File: src/rtl/pipe_pkg.sv
// Shared widths, defaults and forwarding-select encodings for the
// EX/MEM/WB back end of the pipeline.
package pipe_pkg;

    localparam int XLEN         = 32;
    localparam int REG_W        = 5;
    localparam int MAX_WAIT_DEF = 15;

    // Operand source chosen by the forwarding unit.
    typedef enum logic [1:0] {
        FWD_SEL_IDEX = 2'b00,
        FWD_SEL_MEM  = 2'b01,
        FWD_SEL_WB   = 2'b10
    } fwd_sel_e;

    // Control half of the EX/MEM register.
    typedef struct packed {
        logic [REG_W-1:0] rd;
        logic             rf_le;
        logic             load;
        logic             store;
    } mem_ctrl_t;

endpackage

File: src/rtl/mem_wait_ctr.sv
// Counts wait cycles of the access held in MEM, raises timeout on the last
// allowed cycle and keeps a sticky bus-error flag until reset.
module mem_wait_ctr
    import pipe_pkg::*;
#(
    parameter int MAX_WAIT = MAX_WAIT_DEF
) (
    input  logic clk,
    input  logic rst,
    input  logic memop,
    input  logic dmem_ready,
    output logic timeout,
    output logic MEM_ERR
);

    localparam int CNT_W = $clog2(MAX_WAIT + 1);

    logic [CNT_W-1:0] wait_cnt_q, wait_cnt_d;
    logic             mem_err_q, mem_err_d;
    logic             timeout_c;

    always_comb begin
        timeout_c  = (wait_cnt_q == CNT_W'(MAX_WAIT)) & memop & ~dmem_ready;
        wait_cnt_d = '0;
        // Count only genuinely stalled cycles; completion, timeout and idle clear.
        if (memop & ~dmem_ready & ~timeout_c) begin
            wait_cnt_d = wait_cnt_q + CNT_W'(1);
        end
        mem_err_d  = mem_err_q | timeout_c;
    end

    always_ff @(posedge clk) begin
        if (rst) begin
            wait_cnt_q <= '0;
            mem_err_q  <= 1'b0;
        end else begin
            wait_cnt_q <= wait_cnt_d;
            mem_err_q  <= mem_err_d;
        end
    end

    assign timeout = timeout_c;
    assign MEM_ERR = mem_err_q;

endmodule

File: src/rtl/ex_mem_wb_pipe.sv
// EX/MEM and MEM/WB pipeline registers with the data-memory handshake,
// EX stall generation and the MEM/WB forwarding taps.
module ex_mem_wb_pipe
    import pipe_pkg::*;
#(
    parameter int XLEN     = pipe_pkg::XLEN,
    parameter int MAX_WAIT = MAX_WAIT_DEF
) (
    input  logic             clk,
    input  logic             rst,
    input  logic [REG_W-1:0] RD_EX,
    input  logic             RF_LE_EX,
    input  logic             LOAD_EX,
    input  logic             STORE_EX,
    input  logic [XLEN-1:0]  ALU_EX,
    input  logic [XLEN-1:0]  SDATA_EX,
    output logic             dmem_req,
    output logic             dmem_we,
    output logic [XLEN-1:0]  dmem_addr,
    output logic [XLEN-1:0]  dmem_wdata,
    input  logic [XLEN-1:0]  dmem_rdata,
    input  logic             dmem_ready,
    output logic             STALL_EX,
    output logic [REG_W-1:0] RD_MEM,
    output logic             RF_LE_MEM,
    output logic             LOAD_MEM,
    output logic [XLEN-1:0]  FWD_MEM,
    output logic [REG_W-1:0] RD_WB,
    output logic             RF_LE_WB,
    output logic [XLEN-1:0]  FWD_WB,
    output logic             MEM_ERR
);

    mem_ctrl_t        ctrl_mem_q, ctrl_mem_d;
    logic [XLEN-1:0]  alu_mem_q, alu_mem_d;
    logic [XLEN-1:0]  sdata_mem_q, sdata_mem_d;
    logic [REG_W-1:0] rd_wb_q, rd_wb_d;
    logic             rf_le_wb_q, rf_le_wb_d;
    logic [XLEN-1:0]  fwd_wb_q, fwd_wb_d;

    logic memop;
    logic timeout;
    logic mem_stall;

    assign memop     = ctrl_mem_q.load | ctrl_mem_q.store;
    assign mem_stall = memop & ~dmem_ready & ~timeout;

    mem_wait_ctr #(
        .MAX_WAIT (MAX_WAIT)
    ) u_wait_ctr (
        .clk        (clk),
        .rst        (rst),
        .memop      (memop),
        .dmem_ready (dmem_ready),
        .timeout    (timeout),
        .MEM_ERR    (MEM_ERR)
    );

    always_comb begin
        ctrl_mem_d  = ctrl_mem_q;
        alu_mem_d   = alu_mem_q;
        sdata_mem_d = sdata_mem_q;
        rd_wb_d     = rd_wb_q;
        fwd_wb_d    = fwd_wb_q;
        rf_le_wb_d  = 1'b0;
        if (!mem_stall) begin
            ctrl_mem_d.rd    = RD_EX;
            ctrl_mem_d.rf_le = RF_LE_EX;
            ctrl_mem_d.load  = LOAD_EX;
            // A load+store encoding is illegal; it is executed as a load.
            ctrl_mem_d.store = STORE_EX & ~LOAD_EX;
            alu_mem_d        = ALU_EX;
            sdata_mem_d      = SDATA_EX;
            rd_wb_d          = ctrl_mem_q.rd;
            rf_le_wb_d       = ctrl_mem_q.rf_le & ~ctrl_mem_q.store & ~timeout;
            fwd_wb_d         = ctrl_mem_q.load ? dmem_rdata : alu_mem_q;
        end
    end

    always_ff @(posedge clk) begin
        if (rst) begin
            ctrl_mem_q  <= '0;
            alu_mem_q   <= '0;
            sdata_mem_q <= '0;
            rd_wb_q     <= '0;
            rf_le_wb_q  <= 1'b0;
            fwd_wb_q    <= '0;
        end else begin
            ctrl_mem_q  <= ctrl_mem_d;
            alu_mem_q   <= alu_mem_d;
            sdata_mem_q <= sdata_mem_d;
            rd_wb_q     <= rd_wb_d;
            rf_le_wb_q  <= rf_le_wb_d;
            fwd_wb_q    <= fwd_wb_d;
        end
    end

    // Request is masked during reset so an abandoned access never reaches memory.
    assign dmem_req   = memop & ~rst;
    assign dmem_we    = ctrl_mem_q.store;
    assign dmem_addr  = alu_mem_q;
    assign dmem_wdata = sdata_mem_q;
    assign STALL_EX   = mem_stall;

    assign RD_MEM     = ctrl_mem_q.rd;
    assign RF_LE_MEM  = ctrl_mem_q.rf_le;
    assign LOAD_MEM   = ctrl_mem_q.load;
    assign FWD_MEM    = alu_mem_q;
    assign RD_WB      = rd_wb_q;
    assign RF_LE_WB   = rf_le_wb_q;
    assign FWD_WB     = fwd_wb_q;

endmodule

File: config.mk
export PLATFORM = sky130hd
export DESIGN_NAME = ex_mem_wb_pipe
export DESIGN_NICKNAME = d
export VERILOG_FILES = /design/src/rtl/pipe_pkg.sv /design/src/rtl/mem_wait_ctr.sv /design/src/rtl/ex_mem_wb_pipe.sv
export SDC_FILE = /design/constraint.sdc
export NUM_CORES = 1
export LEC_CHECK = 0
export BUFFER_PORTS_ARGS = -buffer_cell sky130_fd_sc_hd__buf_2
export CORE_UTILIZATION = 49
export DETAILED_ROUTE_END_ITERATION = 7
export PLACE_DENSITY = 0.88
export SYNTH_ARGS = -nofsm -noshare
export SYNTH_HDL_FRONTEND = slang
export SYNTH_SLANG_ARGS = --single-unit
File: constraint.sdc
create_clock -name clk -period 3.65 [get_ports clk]
set_input_delay 0.73 -clock clk [delete_from_list [all_inputs] [get_ports clk]]
set_output_delay 0.73 -clock clk [all_outputs]
set_load 0.01 [all_outputs]
==> run summary, run 1 <==
The type of origin of the critical path is a primary input. The initial antenna violation count is 1. The filler cell count is 814.

The area of the die is 10660 µm². The cell depth of the worst hold path came out at 1. After detailed routing, the number of remaining DRC violations is 0. Summed over all instances, the cell type with the most area after synthesis is dfxtp_1.

The global placement routability congestion is 0.8195. The number of DRC markers after the initial detailed-route iteration is 231. The largest incremental delay on the critical path is 0.66 ns.

met2 is the most crowded layer. The reg-to-reg critical path startpoint is u_wait_ctr.wait_cnt_q[0]. For this design the static power due to leakage is 2.932 nW. The peak clock frequency supported by timing came out at 0.4121 GHz. The total core area is 9864 µm². The number of sinks handled by clock tree synthesis is 115. The die is 103.2 µm wide.

The slew at the pin with the worst max-slew slack is 0.8625 ns. For the worst flop-to-flop path, the logic depth is 5. Buffers added to address setup during post-CTS repair amount to 0.

Summing every instance area after synthesis gives 5022 µm². The share of the core filled with cells in the final layout came out at 66.93%. The first global-routing pass estimated 21510 µm of wire. The root buffer cell chosen for the clock tree is clkbuf_8. The setup-violating endpoint count in the final report came out at 0.

The top cell type by area accounts for 45.84% of the synthesized area. The count of vias placed by the detailed router came out at 4943. The number of buffers inserted for hold repair after clock tree synthesis is 0. The part of the power in the clock network is 47.6%. The number of slew-limit violations in the final report came out at 0. After synthesis, the most frequently instantiated cells are dfxtp_1, nand3_1, a21oi_1. In this run the critical register-to-register path is captured at FWD_WB[2]. The initial utilization of the core area, before any placement, comes to 50.91%. The synthesized design contains 115 register bits. For this design, the slowest cell found on the critical path is buf_4. The number of different library cells used by synthesis comes to 25. The layout overhead on the synthesized area came out at 31.46%.

The fraction of registers with async set/reset came out at 0%. The number of warnings printed during yosys synthesis is 0. Traced cell by cell, the critical path runs through buf_4 > nor2_1 > buf_2. In the post-route analysis, the smallest setup slack over all paths is 1.223 ns. The arrival time reported for the critical path endpoint is 1.70 ns. The time the final worst path needs with I/O delays and setup came out at 2.427 ns.

Timing analysis after detailed placement gives a worst setup slack of 1.232 ns. The ratio of routed vias to standard cells is 5.573. The final number of hold-violating endpoints was 0. The largest fanout on the critical path is 78. The post-route clock skew is 0.01203 ns. Max-cap violations in this run came to 0. The H-tree level count came out at 4. Summed over all layers, the global routing overflow is 0.

The HPWL after detailed placement came out at 9567 µm. The run finished with clean final reports. The share of synthesized area occupied by flip-flops and latches came out at 45.84%. The type of the worst min-delay path is flip-flop to flip-flop. The switching power is 887.6 µW. The library cell with the highest instance count after synthesis is dfxtp_1.

The met1 track demand over resource in global routing is 30.20%. The type of the worst setup path is primary input to primary output. The overall global routing resource usage is 26.51%. The met3 global-route usage came out at 8.535%.

The worst path buffer plus inverter count is 2. The proportion of total power due to net switching came out at 24.37%. The number of instances in the synthesized netlist came out at 553. The number of nets in the finished design is 848. The cell row count came out at 36. The number of search-and-repair iterations in the first detailed-routing pass came out at 4.

The per-instance average area after synthesis came out at 9.082 µm². Counting flops with a built-in enable in the synthesized netlist gives 0. The total I/O pin count came out at 252. The worst hold path terminates at u_wait_ctr.wait_cnt_q[0]. STA classifies the critical path endpoint as a primary output. The quantity of I/O buffers inserted on ports is 251. The leading register cell type out of synthesis is dfxtp_1.

The internal power of the cells totals 2.754 mW. The buffer levels on the longest clock path is 2. The peak ir drop on the vdd network is 0.0002315 V. The pin count of the biggest net entering global routing is 79. The clock input transition at the sequential cells of the worst setup and hold paths came out at 0.05 ns. For the worst setup path, the data required time is 2.92 ns. The number of clock buffers added by TritonCTS is 17. The insertion delay of the later-clocked pin in the worst-skew pair is 0.51 ns.

The count of cells resized by post-cts repair came out at 0. Broken down by cell family, the worst path's largest delay share belongs to buffers and inverters. When the netlist entered floorplanning its net count stood at 661. The sequential fraction of design power is 38.9%. The number of global-route vias before repair is 4405.

The cell area reported after detailed placement is 5978 µm². The height of the chip came out at 103.2 µm. After detailed routing, the total wire length is 14630 µm. The summed negative setup slack over all endpoints came out at 0 ns.

The share of layout cells above drive strength 1 is 43.03%. The slack of the worst reg-to-reg path is 1.38 ns. The normalized max-slew margin came out at 42.50%.

The cell area after layout came out at 6603 µm². In this run the most critical hold path is launched from u_wait_ctr.wait_cnt_q[0]. The final antenna-violating net count came out at 0. The TritonCTS clock tree is done. Setup repair after global routing left no endpoint under its margin. The ratio of total power to cell area is 551.6 nW/µm². The worst path uses 66.48% of the clock period. The power share of the combinational group came out at 13.5%. Global routing used 44.46% of the available met2 tracks.

The wire length per cell after detailed routing is 16.50 µm. By area the synthesized netlist is led by dfxtp_1, nand3_1, a21oi_1.
==> area by class of cell <==
class | instances | area (µm²) | area share, %
Sequential cell | 115 | 2303 | 34.89
Multi-Input combinational cell | 345 | 2178 | 32.99
Timing Repair Buffer | 260 | 1326 | 20.09
Clock buffer | 21 | 439.2 | 6.652
Clock inverter | 11 | 182.7 | 2.767
Tap cell | 133 | 166.4 | 2.520
Inverter | 1 | 3.754 | 0.05685
Antenna cell | 1 | 2.502 | 0.03790
==> cells in the final DEF, fill, tap and decap left out, drive strengths merged <==
cell and n:
xnor2 1, o21ba 1, clkinvlp 1, ha 1, and3 1, a211oi 32, clkinv 5, o21bai 1
buf 260, a31o 1, nor3 35, nor4b 2, nor3b 1, nand2 1, inv 1, diode 1
a21oi 77, xor2 1, o21ai 76, clkbuf 21, nand3 78, nor2 4, dfxtp 115, bufinv 5
mux2i 32
==> flip-flops by register name (all words and copies together) (netlist names) <==
signal                 count
FWD_MEM                   32
FWD_WB                    32
dmem_wdata                32
RD_MEM                     5
RD_WB                      5
u_wait_ctr.wait_cnt_q      4
LOAD_MEM                   1
RF_LE_MEM                  1
RF_LE_WB                   1
dmem_we                    1
u_wait_ctr.MEM_ERR         1
==> worst register-to-register path: cells and delay by family (launching register included) <==
| kind | cells | cell delay (ns) |
|---|---|---|
| simple gates | 2 | 0.86 |
| buf+inv | 1 | 0.45 |
| flops | 1 | 0.35 |
| compound gates | 1 | 0.27 |
| fa+ha+maj | 1 | 0.25 |
==> cell families after synthesis <==
family / count (synthesis) / share of synthesized area [%]
AO/OA/AOI/OAI: 188 / 23.37
XOR/XNOR: 2 / 0.3488
adder cells (fa/ha/maj): 1 / 0.2491
buffers and inverters: 93 / 11.19
flip-flops: 115 / 45.84
multiplexers: 32 / 6.378
AND/OR/NAND/NOR: 122 / 12.63
==> per-stage QoR <==
step,hold WS (ns),instances,total power [mW]
global route,0.4435,887,3.800
global placement,0.4430,854,1.913
floorplan,0.4305,553,1.752
detailed placement,0.4538,854,1.933
finish,0.4584,887,3.642
CTS,0.4379,886,3.668
==> worst max-delay path by stage <==
stage,slack [ns],startpoint,endpoint,depth (start not counted)
2_1_floorplan,1.54,dmem_ready,STALL_EX,5
3_3_place_gp,1.25,rst,dmem_req,3
3_5_place_dp,1.23,rst,dmem_req,3
4_1_cts,1.21,LOAD_MEM,LOAD_MEM,2
5_1_grt,1.13,rst,dmem_req,3
6_report,1.22,rst,dmem_req,3
==> power groups by stage <==
stage,Sequential (mW),Clock [mW],Combinational [mW]
after floorplan,1.47,0,0.278
after global placement,1.43,0,0.478
after detailed placement,1.44,0,0.492
after CTS,1.42,1.76,0.494
after global routing,1.43,1.83,0.540
final,1.42,1.73,0.491
==> layer usage <==
layer,up-vias,wire [µm]
met5,-,0
met4,0,304
met3,27,1096
met2,239,7550
met1,2341,5680
li1,2336,-
Note: power is estimated with default switching activity, not from simulation.
==> run 2, diff against run 1 <==
--- a/config.mk
+++ b/config.mk
@@ -5,10 +5,11 @@
 export SDC_FILE = /design/constraint.sdc
 export NUM_CORES = 1
 export LEC_CHECK = 0
+export ABC_AREA = 1
 export BUFFER_PORTS_ARGS = -buffer_cell sky130_fd_sc_hd__buf_2
-export CORE_UTILIZATION = 49
+export CORE_UTILIZATION = 42
 export DETAILED_ROUTE_END_ITERATION = 7
-export PLACE_DENSITY = 0.88
+export PLACE_DENSITY = 0.8
 export SYNTH_ARGS = -nofsm -noshare
 export SYNTH_HDL_FRONTEND = slang
 export SYNTH_SLANG_ARGS = --single-unit
==> constraint.sdc (replaced) <==
create_clock -name clk -period 2 [get_ports clk]
set_input_delay 0.4 -clock clk [delete_from_list [all_inputs] [get_ports clk]]
set_output_delay 0.4 -clock clk [all_outputs]
set_load 0.01 [all_outputs]
==> run summary, run 2 <==
The flow ran to the end, but the final reports show violations. The final reports fail on design-rule violations. Routability-driven placement finished with a final weighted congestion of 0.8444. In this run the tool buffered the top-level ports with 251 buffer cells.

Counting flops and latches in the post-synthesis netlist gives 115. The share of layout cells above drive strength 1 came out at 35.41%. The TritonCTS buffer count came out at 17.

The number of buffers inserted to repair setup after CTS is 0. The wire length of the first global-routing pass came out at 23650 µm. The ratio of routed vias to standard cells is 5.282.

Across the run, the number of max-cap violations was 0. The minimum setup slack in the final design came out at 0.1350 ns. The worst setup slack after placement came out at 0.4163 ns. Per report_power, the sequential group accounts for 41.2% of the total. The total power consumption of the routed design is 6.246 mW. During synthesis, Yosys emitted a total of 0 warnings. Summed over all instances, the cell type with the most area after synthesis is dfxtp_1. The leading register cell type out of synthesis is dfxtp_1. Measured against its own limit, the worst slew margin works out to 65.04%. The leakage power total came out at 3.708 nW.

The total congestion overflow came out at 0. For this configuration, the core starts out at a cell density of 43.96%. The number of nets in the finished design came out at 963. The initial antenna violation count is 0. The critical path goes through ha_1 > nand2_1 > nor2_1 > nor2_1 > buf_2.

Following the worst setup path forward leads to its endpoint at STALL_EX. The worst setup path is of the flip-flop to primary output kind. The layout overhead on the synthesized area is 31.50%.

The switching power came out at 1.612 mW. Combinational logic burns 14.0% of the power. The number of gates resized after CTS was 0. The summed negative setup slack over all endpoints is 0 ns. The setup-violating endpoint count in the final report came out at 0. Of the total power, the share spent switching nets is 25.81%. The share of the synthesized area in the top cell type came out at 45.10%. In this design, the largest share of critical-path delay is due to flip-flops. The peak clock frequency supported by timing is 0.5362 GHz. The slew at the pin with the worst max-slew slack is 0.5243 ns. The number of sinks handled by clock tree synthesis is 115.

Setup repair after global routing left no endpoint under its margin. The number of buffers inserted for hold repair after clock tree synthesis came out at 0. The longest clock path from root to sink contains 2 buffers.

The antenna cell count came out at 0. The number of global-route vias before repair came to 4792. The total core area is 11610 µm². The die is 112.2 µm wide. The HPWL after detailed placement is 9558 µm. For this run, design rule violations remaining after detail routing come to 15.

For this design, the slowest cell found on the critical path is dfxtp_1. The wire length per cell after detailed routing is 14.58 µm. The worst setup path is captured at a primary output. The total routed wirelength is 14730 µm. The number of flops mapped to enable cells by yosys is 0. The endpoint of the lowest-slack register-to-register path is dmem_wdata[11]. The number of DRC markers after the initial detailed-route iteration is 499. The pin count of the biggest net entering global routing is 110. The overall global routing resource usage came out at 23.46%.

The post-route clock skew is 0.006770 ns. The worst register-to-register path begins at u_wait_ctr.wait_cnt_q[0]. By instance count, the leading cell after synthesis is nand2_1.

The fraction of registers with async set/reset is 0%. Ranked by total cell area, the synthesized netlist is headed by dfxtp_1, nand2_1, nand4_1. The slack of the worst reg-to-reg path is 0.42 ns.

The commonest cells after synthesis are nand2_1, dfxtp_1, nand4_1. The post-synth net total came out at 779. The library cells used most frequently in the layout, excluding fill and tap cells, are buf_2, nand2_1, dfxtp_1. The die covers 12600 µm². The largest fanout on the critical path is 4. The final number of hold-violating endpoints came out at 0.

The cell sitting at the root of the clock tree is a clkbuf_16. For the worst setup path, the data arrival time is 1.47 ns. The unique cell type count in the Yosys netlist is 18.

The count of vias placed by the detailed router is 5335. The total I/O pin count is 252. The mapped netlist covers 5105 µm².

The die is 112.2 µm tall. STA classifies the critical path startpoint as a flip-flop. The number of slew-limit violations in the final report is 0.

In this design, the stage delay of the slowest critical-path cell is 0.36 ns. The fraction of the cycle the final worst path needs is 93.25%. The cell depth of the worst setup path came out at 5. TritonCTS built the clock tree. The type of the worst min-delay path is primary input to flip-flop. The library cell used most frequently in the layout, excluding fill and tap cells, is buf_2. The data required time of the critical path came out at 1.60 ns. The cell row count came out at 39. The filler cell count came out at 1091.

Dividing total power by cell area gives a power density of 930.5 nW/µm². The share of total power dissipated in the clock network is 44.8%. The final antenna-violating net count came out at 0. The internal power component is 4.634 mW. The H-tree level count is 4. The number of search-and-repair iterations in the first detailed-routing pass came out at 7.

The number of cells on the worst reg-to-reg path is 6. The clock input transition at the sequential cells of the worst setup and hold paths is 0.05 ns. Synthesis handed over a netlist of 671 instances. The cell that appears most often on the critical path is nor2_1. IR analysis of the VDD net gives a maximum drop of 0.0004336 V.

After synthesis, the mean cell area works out to 7.608 µm². The share of synthesized area occupied by flip-flops and latches came out at 45.10%. The worst path buffer plus inverter count is 1. The timing startpoint of the critical path is u_wait_ctr.wait_cnt_q[0]. For the worst-skew pair, the clock arrives at the later sink with an insertion delay of 0.41 ns. The time the final worst path needs with I/O delays and setup came out at 1.865 ns.
## run 2: cell count changes after synthesis, moves of 18 or more
cell      before  now
a211oi_2      26    0
a21oi_1       77    1
buf_1          0   18
mux2i_1       32    0
nand2_1        0  211
nand3_1       78  100
nand4_1        0  111
nor3_1        35    0
o21ai_0       76    0
## run 2: per-layer routing
metal	vias up	GRT usage, %	routed length, µm
li1	2640	-	-
met1	2429	29.61	6128
met2	243	38.76	7201
met3	23	4.860	1074
met4	0	10.40	325
met5	-	0	0
## run 2: worst reg2reg max path, delay by kind of cell, from the launching register on
family | cells | cell delay [ns]
AND/OR/NAND/NOR | 4 | 0.57
flip-flops | 1 | 0.33
buffers and inverters | 1 | 0.31
adder cells (fa/ha/maj) | 1 | 0.26
## run 2: kinds of logic (layout without fill, tap and decap cells)
| kind of cell | count (synthesis) | count (layout) | synth area share, % |
|---|---|---|---|
| xor gates and xnor gates | 1 | 1 | 0.1716 |
| adders and majority gates | 1 | 1 | 0.2451 |
| and+or+nand+nor | 445 | 445 | 42.13 |
| AOI/OAI and AO/OA | 1 | 1 | 0.09795 |
| DFF | 115 | 115 | 45.10 |
| buffers and inverters | 108 | 304 | 12.25 |
## run 2: power by group through the flow
stage	Clock (mW)	Sequential (mW)	Combinational (mW)
floorplan	0	2.67	0.465
global placement	0	2.61	0.869
detailed placement	0	2.61	0.877
CTS	2.84	2.57	0.879
global route	2.96	2.59	0.964
finish	2.80	2.57	0.874
## run 2: stage by stage
step | instance area, µm² | utilization [%] | hold slack (ns) | std cells
global route | 6713 | 57.80 | 0.2022 | 1010
CTS | 6713 | 57.80 | 0.1890 | 1010
global placement | 6163 | 53.07 | 0.4385 | 979
detailed placement | 6163 | 53.07 | 0.4438 | 979
finish | 6713 | 57.80 | 0.2084 | 1010
floorplan | 5105 | - | 0.4299 | 671
## run 2: how the worst min path moves through the flow
stage | startpoint | to | slack, ns | depth (start not counted)
5_1_grt | SDATA_EX[8] | dmem_wdata[8] | 0.20 | 3
3_5_place_dp | u_wait_ctr.MEM_ERR | u_wait_ctr.MEM_ERR | 0.44 | 2
4_1_cts | ALU_EX[7] | FWD_MEM[7] | 0.19 | 3
3_3_place_gp | u_wait_ctr.MEM_ERR | u_wait_ctr.MEM_ERR | 0.44 | 2
2_1_floorplan | u_wait_ctr.wait_cnt_q[0] | u_wait_ctr.wait_cnt_q[0] | 0.43 | 1
6_report | ALU_EX[7] | FWD_MEM[7] | 0.21 | 3
## run 2: area by class of cell
type,instances,area [µm²],share of cell area (%)
Tap cell,143,178.9,2.665
Timing Repair Buffer,264,1441,21.47
Clock buffer,26,499.2,7.437
Clock inverter,5,50.05,0.7456
Inverter,9,41.29,0.6151
Multi-Input combinational cell,448,2200,32.77
Sequential cell,115,2302,34.30
